--- config.mk ---
export PLATFORM = sky130hd
export DESIGN_NAME = ama_riscv_mem_arb
export DESIGN_NICKNAME = d
export VERILOG_FILES = /design/src/rtl/ama_riscv_mem_arb.sv
export SDC_FILE = /design/constraint.sdc
export NUM_CORES = 1
export LEC_CHECK = 0
export CORE_MARGIN = 5
export CORE_UTILIZATION = 37
export DETAILED_ROUTE_END_ITERATION = 16
export GPL_TIMING_DRIVEN = 0
export HOLD_SLACK_MARGIN = 0.15
export PLACE_DENSITY_LB_ADDON = 0.1
export RECOVER_POWER = 50
export SLEW_MARGIN = 0
export SYNTH_ARGS = -nofsm -noshare
export SYNTH_HDL_FRONTEND = slang
export SYNTH_SLANG_ARGS = --single-unit
export TNS_END_PERCENT = 5
--- constraint.sdc ---
create_clock -name clk -period 4.3 [get_ports clk]
set_clock_uncertainty 0.2 [all_clocks]
set_input_delay 0.43 -clock clk [delete_from_list [all_inputs] [get_ports clk]]
set_output_delay 0.43 -clock clk [all_outputs]
set_load 0.02 [all_outputs]
--- src/rtl/ama_riscv_mem_arb.sv ---
// rtl/ama_riscv_mem_arb.sv - fetch/data arbiter for one single-ported memory; ARB_PERF_CNT_EN adds perf counters
module ama_riscv_mem_arb #(
  parameter int ADDR_W       = 14,
  parameter int STARVE_LIMIT = 4
) (
  input  logic              clk,
  input  logic              rst,
  input  logic              imem_req_valid,
  output logic              imem_req_ready,
  input  logic [ADDR_W-1:0] imem_req_addr,
  output logic              imem_rsp_valid,
  output logic [31:0]       imem_rsp_data,
  input  logic              dmem_req_valid,
  output logic              dmem_req_ready,
  input  logic [ADDR_W-1:0] dmem_req_addr,
  input  logic [31:0]       dmem_req_wdata,
  input  logic [3:0]        dmem_req_wmask,
  output logic              dmem_rsp_valid,
  output logic [31:0]       dmem_rsp_data,
  output logic              mem_req_valid,
  input  logic              mem_req_ready,
  output logic [ADDR_W-1:0] mem_req_addr,
  output logic [31:0]       mem_req_wdata,
  output logic [3:0]        mem_req_wmask,
  input  logic              mem_rsp_valid,
  input  logic [31:0]       mem_rsp_data
`ifdef ARB_PERF_CNT_EN
  ,
  input  logic              mmio_reset_cnt,
  output logic [31:0]       arb_cnt_imem_grant,
  output logic [31:0]       arb_cnt_dmem_grant,
  output logic [31:0]       arb_cnt_conflict,
  output logic [31:0]       arb_cnt_mem_busy
`endif
);

  typedef enum logic [1:0] {S_IDLE, S_REQ, S_WAIT} state_t;
  typedef enum logic [1:0] {OWN_NONE, OWN_IMEM, OWN_DMEM} owner_t;

  localparam logic [7:0] LP_STARVE_LIMIT = 8'(STARVE_LIMIT);

  state_t            r_state, w_state_nxt;
  owner_t            r_owner, w_owner_nxt;
  logic [7:0]        r_starve_cnt, w_starve_nxt;
  logic [ADDR_W-1:0] r_addr;
  logic [31:0]       r_wdata;
  logic [3:0]        r_wmask;
  logic              w_grant_imem;
  logic              w_grant_dmem;
  logic              w_rsp_fire;

  // Grant decision: data first unless fetch has lost too often; nothing is accepted during reset
  always_comb begin
    w_grant_imem = 1'b0;
    w_grant_dmem = 1'b0;
    if (!rst && (r_state == S_IDLE)) begin
      if (dmem_req_valid && (r_starve_cnt < LP_STARVE_LIMIT)) begin
        w_grant_dmem = 1'b1;
      end else if (imem_req_valid) begin
        w_grant_imem = 1'b1;
      end else if (dmem_req_valid) begin
        w_grant_dmem = 1'b1;
      end
    end
  end

  assign w_rsp_fire = !rst && (r_state == S_WAIT) && mem_rsp_valid;

  // Next state, owner and starvation counter
  always_comb begin
    w_state_nxt  = r_state;
    w_owner_nxt  = r_owner;
    w_starve_nxt = r_starve_cnt;
    case (r_state)
      S_IDLE: begin
        if (w_grant_imem) begin
          w_state_nxt = S_REQ;
          w_owner_nxt = OWN_IMEM;
        end else if (w_grant_dmem) begin
          w_state_nxt = S_REQ;
          w_owner_nxt = OWN_DMEM;
        end
      end
      S_REQ: begin
        if (mem_req_ready) begin
          w_state_nxt = S_WAIT;
        end
      end
      S_WAIT: begin
        if (mem_rsp_valid) begin
          w_state_nxt = S_IDLE;
          w_owner_nxt = OWN_NONE;
        end
      end
      default: begin
        w_state_nxt = S_IDLE;
        w_owner_nxt = OWN_NONE;
      end
    endcase
    if (w_grant_imem) begin
      w_starve_nxt = 8'd0;
    end else if (w_grant_dmem && imem_req_valid && (r_starve_cnt != 8'hFF)) begin
      w_starve_nxt = r_starve_cnt + 8'd1;
    end
  end

  // State register and request payload capture in the accept cycle
  always_ff @(posedge clk) begin
    if (rst) begin
      r_state      <= S_IDLE;
      r_owner      <= OWN_NONE;
      r_starve_cnt <= 8'd0;
      r_addr       <= '0;
      r_wdata      <= 32'd0;
      r_wmask      <= 4'd0;
    end else begin
      r_state      <= w_state_nxt;
      r_owner      <= w_owner_nxt;
      r_starve_cnt <= w_starve_nxt;
      if (w_grant_imem) begin
        r_addr  <= imem_req_addr;
        r_wdata <= 32'd0;
        r_wmask <= 4'd0;
      end else if (w_grant_dmem) begin
        r_addr  <= dmem_req_addr;
        r_wdata <= dmem_req_wdata;
        r_wmask <= dmem_req_wmask;
      end
    end
  end

  assign imem_req_ready = w_grant_imem;
  assign dmem_req_ready = w_grant_dmem;
  assign mem_req_valid  = (r_state == S_REQ);
  assign mem_req_addr   = r_addr;
  assign mem_req_wdata  = r_wdata;
  assign mem_req_wmask  = r_wmask;

  // Response data is zeroed when not valid so idle outputs are quiet
  assign imem_rsp_valid = w_rsp_fire && (r_owner == OWN_IMEM);
  assign dmem_rsp_valid = w_rsp_fire && (r_owner == OWN_DMEM);
  assign imem_rsp_data  = imem_rsp_valid ? mem_rsp_data : 32'd0;
  assign dmem_rsp_data  = dmem_rsp_valid ? mem_rsp_data : 32'd0;

`ifdef SIM
  // A memory response is only legal while a transaction is outstanding
  a_rsp_only_in_wait : assert property (@(posedge clk) disable iff (rst)
    mem_rsp_valid |-> (r_state == S_WAIT));
`endif

`ifdef ARB_PERF_CNT_EN
  logic [31:0] r_cnt_imem_grant;
  logic [31:0] r_cnt_dmem_grant;
  logic [31:0] r_cnt_conflict;
  logic [31:0] r_cnt_mem_busy;

  function automatic logic [31:0] f_sat_inc(input logic [31:0] v, input logic en);
    return (en && (v != 32'hFFFF_FFFF)) ? v + 32'd1 : v;
  endfunction

  // Saturating event counters; a clear beats a same-cycle increment
  always_ff @(posedge clk) begin
    if (rst || mmio_reset_cnt) begin
      r_cnt_imem_grant <= 32'd0;
      r_cnt_dmem_grant <= 32'd0;
      r_cnt_conflict   <= 32'd0;
      r_cnt_mem_busy   <= 32'd0;
    end else begin
      r_cnt_imem_grant <= f_sat_inc(r_cnt_imem_grant, w_grant_imem);
      r_cnt_dmem_grant <= f_sat_inc(r_cnt_dmem_grant, w_grant_dmem);
      r_cnt_conflict   <= f_sat_inc(r_cnt_conflict,
                                    (r_state == S_IDLE) && imem_req_valid && dmem_req_valid);
      r_cnt_mem_busy   <= f_sat_inc(r_cnt_mem_busy, r_state != S_IDLE);
    end
  end

  assign arb_cnt_imem_grant = r_cnt_imem_grant;
  assign arb_cnt_dmem_grant = r_cnt_dmem_grant;
  assign arb_cnt_conflict   = r_cnt_conflict;
  assign arb_cnt_mem_busy   = r_cnt_mem_busy;
`endif

endmodule

==> results.toml <==
[die]
rows = 32
start_util_pct = 38.5
dieArea_um2 = 10000
die_y_um = 100
ios = 221
chipWidth_um = 100
core_um2 = 7810

[clock_tree]
cts_tree = "yes"
cts_buffer_depth = 2
cts_setup_buffers = 0
ctsHoldBuffers = 0
h-tree-depth = 3
insertion_delay_ns = 0.33
cts_made_buffers = 9
cts-resized-gates = 0
root_buffer = "clkbuf_8"
cts_sinks = 62
clk_pin_slew_worst_paths_ns = 0.06

[worst_setup_path]
cp-start-kind = "primary input"
cp.arrival_ns = 3.08
r2r_cells = 7
crit_family = "buffers and inverters"
crit_type = "primary input to primary output"
cp.required_ns = 3.67
reg2reg_from = "r_starve_cnt[4]"
cp-end-kind = "primary output"
critPathBufInv = 4
critical_path.endpoint = "imem_req_ready"
path_max_fanout = 9
worst_path_largest_cell_delay_ns = 0.67
worstSetupStartpoint = "dmem_req_valid"
reg2reg_slack_ns = 1.49
crit_chain = "dlygate4sd3_1 > or4b_1 > clkbuf_1 > o211ai_1 > inv_1 > clkdlybuf4s50_1"
worstReg2RegEnd = "mem_req_wdata[17]"
cp_num_cells = 6
slowest_stage = "o211ai_1"

[global_route]
track_usage_pct = 21.9
grt_pass1_wl_um = 17700
first_global_vias = 3554
grt_max_degree = 12
grt_antenna_before_repair = 0
overflow = 0

[synthesis]
yosys.area_share.simple_pct = 26.0
synth_area_leaders = "dfxtp_1 (41%), and2_1 (14%), a21oi_1 (8.7%)"
synth_nets = 462
netlist.area_leader.share_pct = 41.3
synth_cell_types = 40
synth_top_family_by_area = "simple AND/OR/NAND/NOR gates"
ys.flop_type = "dfxtp_1"
synth-edff-count = 0
async_flop_share_pct = 0
synth.avg_cell_area_um2 = 8.36
synth_compound_area_share_pct = 24.3
syn_area_um2 = 3000
muxShareOfSynthArea_pct = 0
syn_inst = 359
yosys_register_bits = 62
yosysWarnings = 0
yosys.area_share.adder_pct = 0.417
yosys.area.top_type = "dfxtp_1"
ys_seq_area_share_pct = 41.3
synth-xor-area-share_pct = 0

[finish]
area.growth.synth_to_final_pct = 81.0
layout.nets = 691
ff_latch_area_um2 = 1240
multiInputGateArea_um2 = 1500
stdcell_area_um2 = 5440
diodes = 0
n_fill_cell = 646
drive_gt1_share_pct = 5.23
post-route-util_pct = 69.6

[sta]
rsz0062_at_grt = "no"
setup_viol_count_final = 0
final.setup.tns_ns = 0
fin_crit_sh_pct = 86.3
final_hold_viol_count = 0
slew_headroom_pct = 49.3
worst_pin_slew_ns = 0.757
hold-worst-slack_ns = 0.255
period_needed_ns = 3.71
max_freq_mhz = 270
slew_viol_final = 0

[detailed_routing]
drtPass1Iterations = 5
viasPerCell = 4.97
routed_wl_um = 11200
wl_per_cell_um = 16.2
drcViolationCount = 0
vias = 3451
ant_nets = 0
first_iter_violations = 45

[pwr]
powerDensity_nw_per_um2 = 269
total_power_mw = 1.46
vdd_drop_max_mv = 0.183
p_leak_nw = 2.09

[job]
cap_violations = 0

[placement]
gp_congestion = 0.816
placed_cell_area_um2 = 5310
port_buffers = 218
dpl.hpwl_um = 8940

[status]
outcome = "complete, no violations"

[min_path]
hold_path.class = "register to register"
## Yosys cell counts, types with 2 or more instances
| master | instances |
|---|---|
| nor2b_1 | 2 |
| nor2_1 | 5 |
| clkbuf_1 | 23 |
| nand2_1 | 4 |
| dfxtp_1 | 62 |
| o21ai_0 | 35 |
| inv_1 | 15 |
| a21oi_2 | 3 |
| buf_6 | 6 |
| nor3b_1 | 2 |
| o21ai_1 | 2 |
| or3_1 | 2 |
| nand3_1 | 36 |
| o221a_1 | 10 |
| a21oi_1 | 52 |
| and2_1 | 69 |
| o221a_2 | 4 |
| buf_2 | 5 |
## cell usage in the layout, fill, tap and decap left out, types with 4 or more instances in the layout
cell type / instances
o21ai_0: 35
clkbuf_1: 30
o221a_2: 4
nand3_1: 36
clkbuf_8: 9
nor2_1: 5
a21oi_1: 52
inv_1: 15
dfxtp_1: 62
and2_0: 5
dlygate4sd3_1: 51
and2_1: 64
clkdlybuf4s50_1: 167
nand2_1: 4
buf_2: 4
o221a_1: 10
## registers in the layout (all words and copies together) (netlist names)
register	count
mem_req_wdata	32
mem_req_addr	14
r_starve_cnt	8
mem_req_wmask	4
r_owner	2
r_state	2
## power breakdown
part	total, mW	switching (mW)	internal, mW
Sequential	0.627	0.0158	0.611
Combinational	0.346	0.170	0.176
Clock	0.489	0.223	0.265
## per-stage QoR
step           setup slack (ns)  instances
5_1_grt                   0.390        695
6_report                  0.591        695
3_5_place_dp              0.781        679
2_1_floorplan              1.82        359
3_3_place_gp              0.783        679
4_1_cts                   0.745        695
## layer usage
layer / global-route usage (%) / vias up / wire, µm
met5: 0 / - / 0
met4: 6.11 / 0 / 146
met3: 10.1 / 13 / 1130
met2: 38.5 / 133 / 5740
met1: 23.7 / 1595 / 4220
li1: - / 1710 / -
## logic make-up after synthesis
kind of cell / after synthesis
fa+ha+maj: 1
flops: 62
simple gates: 131
compound gates: 115
buf+inv: 50
## worst min path at each step
stage	end	cells past startpoint	from	slack, ns
after global placement	r_starve_cnt[3]	1	r_starve_cnt[3]	0.24
after floorplan	r_starve_cnt[3]	1	r_starve_cnt[3]	0.22
after detailed placement	r_starve_cnt[3]	1	r_starve_cnt[3]	0.24
final	r_starve_cnt[3]	1	r_starve_cnt[3]	0.25
after CTS	r_starve_cnt[3]	1	r_starve_cnt[3]	0.26
after global routing	mem_req_wmask[3]	2	mem_req_wmask[3]	0.29
## worst register-to-register path: stages, from the launching register on
cell	delay, ns
dfxtp_1	0.31
or4b_1	0.51
clkbuf_1	0.20
o211ai_1	0.67
nand2b_1	0.11
clkbuf_1	0.26
clkbuf_1	0.31
a21oi_1	0.19
## layout make-up
cell class / count / share of cell area (%)
inverter: 15 / 1.04
sequential: 62 / 22.8
clock inverter: 6 / 1.15
timing repair buffer: 218 / 40.1
clock buffer: 10 / 2.35
buffer: 35 / 2.65
multi-input combinational: 247 / 27.5
tap: 102 / 2.35
Note: power is estimated with default switching activity, not from simulation.
